**config.mk**
```make
export PLATFORM = sky130hd
export DESIGN_NAME = johnson_slot_arbiter
export DESIGN_NICKNAME = d
export VERILOG_FILES = /design/src/rtl/johnson_slot_arbiter.sv
export SDC_FILE = /design/constraint.sdc
export NUM_CORES = 1
export LEC_CHECK = 0
export CAP_MARGIN = 40
export CELL_PAD_IN_SITES_DETAIL_PLACEMENT = 0
export CELL_PAD_IN_SITES_GLOBAL_PLACEMENT = 1
export CORE_ASPECT_RATIO = 0.75
export CORE_MARGIN = 2
export CORE_UTILIZATION = 40
export DETAILED_ROUTE_END_ITERATION = 12
export MAX_ROUTING_LAYER = met4
export PLACE_DENSITY_LB_ADDON = 0.1
export SETUP_SLACK_MARGIN = 0.5
export SKIP_CTS_REPAIR_TIMING = 1
export SLEW_MARGIN = 5
export SYNTH_ARGS = -nofsm -noshare
export SYNTH_HDL_FRONTEND = slang
export SYNTH_SLANG_ARGS = --single-unit
```
**constraint.sdc**
```tcl
create_clock -name clk -period 12.2 [get_ports clk]
set_input_delay 2.44 -clock clk [delete_from_list [all_inputs] [get_ports clk]]
set_output_delay 2.44 -clock clk [all_outputs]
set_load 0.03 [all_outputs]
```
**src/rtl/johnson_slot_arbiter.sv**
```systemverilog
// johnson_slot_arbiter
//   Time-division arbiter for four requesters, sequenced by an 8-bit
//   Johnson (twisted-ring) counter. One frame is 16 slots, and slot s
//   belongs to requester s mod 4.
//
//   Configuration macro: SLOT_SKIP_EN
//     defined   - an idle owner's slot goes to the next requester in
//                 rotating order owner+1, owner+2, owner+3 (work conserving)
//     undefined - an idle owner's slot stays empty (strict TDM)
//
//   Control protocol: start and stop are single-cycle pulses, sampled on
//   the rising clock edge.
//     start - begins sequencing; honoured only in IDLE.
//     stop  - ends sequencing at the next frame wrap; honoured only in RUN.
//   When both are seen in IDLE, start wins.
//   Requests are level-sensitive. req is sampled on the edge that enters a
//   new slot, and the grant for that slot is registered on the same edge.
//
//   state_dbg shows the FSM state so that external checkers can follow it:
//   0 = IDLE, 1 = RUN, 2 = DRAIN.
module johnson_slot_arbiter (
   input  logic       clk,
   input  logic       reset,
   input  logic       start,
   input  logic       stop,
   input  logic [3:0] req,
   output logic [3:0] grant,
   output logic [7:0] phase,
   output logic [3:0] slot,
   output logic       busy,
   output logic       err,
   output logic [1:0] state_dbg
);

   typedef enum logic [1:0] {
      IDLE  = 2'd0,
      RUN   = 2'd1,
      DRAIN = 2'd2
   } state_t;

   state_t     state_q, state_d;
   logic [7:0] phase_q, phase_d;
   logic [3:0] grant_q, grant_d;

   logic [7:0] phase_adv;
   logic       phase_legal;
   logic       at_wrap;

   // Decode a Johnson code to its slot index.
   // While bit7 is clear the slot equals the count of ones; once bit7 is set
   // the ones drain from the bottom, so the slot is 16 minus the count.
   function automatic logic [3:0] slot_of(input logic [7:0] p);
      logic [3:0] ones;
      ones = 4'd0;
      for (int i = 0; i < 8; i++) begin
         ones = ones + {3'b000, p[i]};
      end
      if (p[7]) begin
         slot_of = 4'(5'd16 - {1'b0, ones});
      end else begin
         slot_of = ones;
      end
   endfunction

   // A legal code is one of two forms:
   //   - a run of ones anchored at bit0 (00, 01, 03 .. FF)
   //   - the bitwise inverse of such a run (FF, FE .. 80, 00)
   // x & (x+1) is zero exactly when x is a low-anchored run of ones.
   function automatic logic legal_code(input logic [7:0] p);
      logic [7:0] inv;
      inv = ~p;
      legal_code = ((p & (p + 8'd1)) == 8'd0) ||
                   ((inv & (inv + 8'd1)) == 8'd0);
   endfunction

   // Choose the grant for slot s given the sampled request vector.
   //   - The owner of slot s is s mod 4, and it always wins if it is
   //     requesting.
   //   - With SLOT_SKIP_EN, an idle owner's slot passes to the first
   //     requester after the owner, in rotating order.
   //   - Without it, an idle owner's slot is left unused.
   function automatic logic [3:0] pick_grant(input logic [3:0] s,
                                             input logic [3:0] r);
      logic [1:0] owner;
      logic [3:0] g;
      owner = s[1:0];
      g     = 4'b0000;
      if (r[owner]) begin
         g[owner] = 1'b1;
      end
`ifdef SLOT_SKIP_EN
      else begin
         logic [1:0] idx;
         logic       found;
         found = 1'b0;
         for (int i = 1; i < 4; i++) begin
            idx = owner + 2'(i);
            if (!found && r[idx]) begin
               g[idx] = 1'b1;
               found  = 1'b1;
            end
         end
      end
`endif
      pick_grant = g;
   endfunction

   // Next Johnson code: shift left, and feed the inverted MSB into bit0.
   always_comb begin
      phase_adv = {phase_q[6:0], ~phase_q[7]};
   end

   // Status decode of the current phase.
   always_comb begin
      phase_legal = legal_code(phase_q);
      at_wrap     = (phase_q == 8'h80);
   end

   // Next-state logic for the FSM, the phase counter and the grant.
   //   - IDLE holds phase at 00 and grant at 0000.
   //   - While busy, each edge advances one slot.
   //   - An illegal phase is not advanced: it resyncs to 00 with no grant,
   //     and the FSM stays where it is.
   always_comb begin
      state_d = state_q;
      phase_d = phase_q;
      grant_d = grant_q;
      case (state_q)
         IDLE: begin
            phase_d = 8'h00;
            grant_d = 4'b0000;
            if (start) begin
               state_d = RUN;
            end
         end
         RUN, DRAIN: begin
            if (!phase_legal) begin
               phase_d = 8'h00;
               grant_d = 4'b0000;
            end else begin
               phase_d = phase_adv;
               grant_d = pick_grant(slot_of(phase_adv), req);
               if (state_q == RUN) begin
                  // A stop seen on the wrap edge ends the run immediately.
                  // Otherwise DRAIN finishes the frame in progress.
                  if (stop) begin
                     state_d = at_wrap ? IDLE : DRAIN;
                  end
               end else if (at_wrap) begin
                  state_d = IDLE;
               end
               if (state_d == IDLE) begin
                  grant_d = 4'b0000;
               end
            end
         end
         default: begin
            state_d = IDLE;
            phase_d = 8'h00;
            grant_d = 4'b0000;
         end
      endcase
   end

   // State, phase and grant registers.
   // Reset is asynchronous and clears everything at once.
   always_ff @(posedge clk or posedge reset) begin
      if (reset) begin
         state_q <= IDLE;
         phase_q <= 8'h00;
         grant_q <= 4'b0000;
      end else begin
         state_q <= state_d;
         phase_q <= phase_d;
         grant_q <= grant_d;
      end
   end

   // Output decode.
   // err comes straight from the registered phase. The resync to 00 on the
   // next edge clears it, so it lasts exactly one cycle.
   always_comb begin
      phase     = phase_q;
      grant     = grant_q;
      slot      = slot_of(phase_q);
      busy      = (state_q != IDLE);
      err       = (state_q != IDLE) && !phase_legal;
      state_dbg = state_q;
   end

endmodule
```
==> out/metrics.csv <==
stage,metric,value,unit
status,outcome,finished clean,
worst_setup_path,critPathLaunchType,flop,
timing,drv_slew,0,
floorplanning,num_rows,16,
floorplanning,die_w,66.5,um
global_routing,overflow,0,
worst_setup_path,required,9760,ps
global_routing,grt_pass1_wl,4.20,mm
worst_setup_path,endpoint_kind,output pin,
flow_run,max-cap-violations,0,
worst_setup_path,cp_data_arrival_time,4290,ps
floorplanning,fp.dieH,50.9,um
timing,fmax,149,MHz
yosys,ys_top_cells_by_area,"dfrtp_1, ha_1, fa_1",
worst_setup_path,reg2reg_depth,10,
yosys,synth_seq_cells,14,
placed_design,place_congestion,0.856,
min_path,min_from,state_dbg[1],
yosys,synth_top_cell_by_area,dfrtp_1,
placed_design,placedCellCount,179,
timing,setup_viol,0,
finish,finalNonFillerCells,183,
global_routing,track_usage,0.170,
finish,drive_above_1_share,0.0816,
timing,maxSlewHeadroom,0.555,
worst_setup_path,r2r-end,grant[3],
finish,postLayoutCellArea,0.00153,mm2
placed_design,placed_cell_area,0.00147,mm2
worst_setup_path,rr_startpoint,phase[0],
timing,fin_setup_tns,0,ps
global_routing,antenna_found_initial,0,
finish,final_nets,174,
timing,period_minus_slack,6730,ps
worst_setup_path,path_max_fanout,7,
global_routing,grt_max_degree,15,
routing,ant_nets,0,
timing,whs,589,ps
clock_tree,path_clk_slew,60,ps
routing,vias_per_cell,4.97,
clock_tree,insertion_delay,250,ps
routing,vias,910,
yosys,syn_area_per_cell,9.94,um2
clock_tree,cts_tree,built,
worst_setup_path,r2r_slack,8880,ps
yosys,syn_nets,144,
routing,drtIter0Drc,48,
power,p_per_area,254,mW/mm2
finish,n_antenna_cell,0,
clock_tree,numCtsBuffers,3,
min_path,hp-class,reg2reg,
clock_tree,cts_max_level,1,
finish,syn_to_final_growth,30.2,%
timing,period_share,0.552,
clock_tree,numClockSinks,14,
global_routing,grt_pass1_vias,927,
yosys,synth_cells,118,
floorplanning,initial_core_util,0.434,
routing,wl_per_cell,13.1,um
finish,final_cell_mix,"clkdlybuf4s50_1, inv_1, dfrtp_1",
yosys,synth-edff-count,0,
yosys,ys_warn_count,0,
routing,dr.pass1.iters,4,
yosys,synth_top_area_share,0.299,
floorplanning,dieArea,0.00338,mm2
power,cellLeakagePower,0.680,nW
yosys,synth-async-reset-ratio,1.00,
clock_tree,root_buffer,clkbuf_8,
min_path,whs_endpoint,state_dbg[1],
yosys,syn_area,0.00117,mm2
worst_setup_path,path_class,reg2out,
power,ir_worst_vdd,0.000124,V
min_path,hold_depth,1,
yosys,ys.flop_type,dfrtp_1,
power,p_total,388,uW
placed_design,hpwl,1.95,mm
timing,rsz0062_at_grt,no,
timing,clock_skew,3.91,ps
clock_tree,cts_buffer_depth,2,
floorplanning,io_pins,28,
timing,worst_slew_pin_slew,668,ps
routing,drc,0,
floorplanning,core_area,0.00270,mm2
yosys,synthDistinctLibCells,43,
timing,hold_viol,0,
routing,wl,2.40,mm
yosys,yosysSeqAreaShare,0.299,
placed_design,io_buffers,27,
finish,final_common_cell,clkdlybuf4s50_1,
==> stage by stage <==
step                      setup WS [ps]   util
after global placement             5790  0.544
final                              5470  0.565
after detailed placement           5730  0.544
after global routing               5240  0.565
after CTS                          5440  0.565
after floorplan                    6140      -
==> area by class of cell <==
class,instances,area (um2)
clock buffer,4,55.1
tap,36,45.0
multi-input combinational,81,727
sequential,14,350
inverter,21,78.8
timing repair buffer,27,270
fill,251,1180
==> worst max-delay path by stage <==
stage                     startpoint      end  slack [ps]  cells after the start
after floorplan             phase[0]  slot[1]        6140                      9
after global placement      phase[0]  slot[2]        5790                     12
after detailed placement    phase[0]  slot[2]        5730                     12
after CTS                   phase[0]  slot[2]        5440                     12
after global routing        phase[0]  slot[2]        5240                     12
final                       phase[0]  slot[2]        5470                     12
==> critical path: stages (launching register included) <==
cell and delay [ps]:
dfrtp_1 460, fa_1 560, inv_1 50, fa_1 530
fa_1 520, inv_1 50, ha_1 200, fa_1 500
inv_1 70, ha_1 200, nor2_1 120, xnor2_1 130
clkdlybuf4s50_1 680
==> cells by family (layout without fill, tap and decap cells) <==
kind of cell             count (synthesis)  after routing  share of synthesized area
flip-flops                              14             14                      0.299
buffers and inverters                   23             52                     0.0811
AO/OA/AOI/OAI                           20             20                      0.155
multiplexers                             1              1                    0.00854
adder cells (fa/ha/maj)                 18             18                      0.231
AND/OR/NAND/NOR                         37             37                      0.189
XOR/XNOR                                 5              5                     0.0374
==> layer usage <==
layer  global-route usage  vias to the layer above  wire (um)
li1                     -                      458          -
met1                0.218                      429       1160
met2                0.270                       21       1100
met3               0.0463                        2        118
met4               0.0408                        0         21
met5                    -                        -          0
==> power by group <==
group          internal, mW  switching, mW  total (mW)
logic                 0.114          0.156       0.270
clock network        0.0286         0.0165      0.0451
registers            0.0583         0.0145      0.0728
total                 0.201          0.187       0.388
==> synthesized netlist by cell type, types with 2 or more instances <==
master   instances
ha_1            12
nor3_1           7
nor2_1           2
nand2_1         10
fa_1             6
nand3_1          2
xnor2_1          4
and2_2           2
nor4b_1          3
inv_1           20
o21ai_0          4
and2b_1          2
dfrtp_1         14
==> flip-flops by register name (all words and copies together), names as in the netlist <==
| register | cells |
|---|---|
| state_dbg | 2 |
| grant | 4 |
| phase | 8 |
Power figures use the tool's default switching activity.
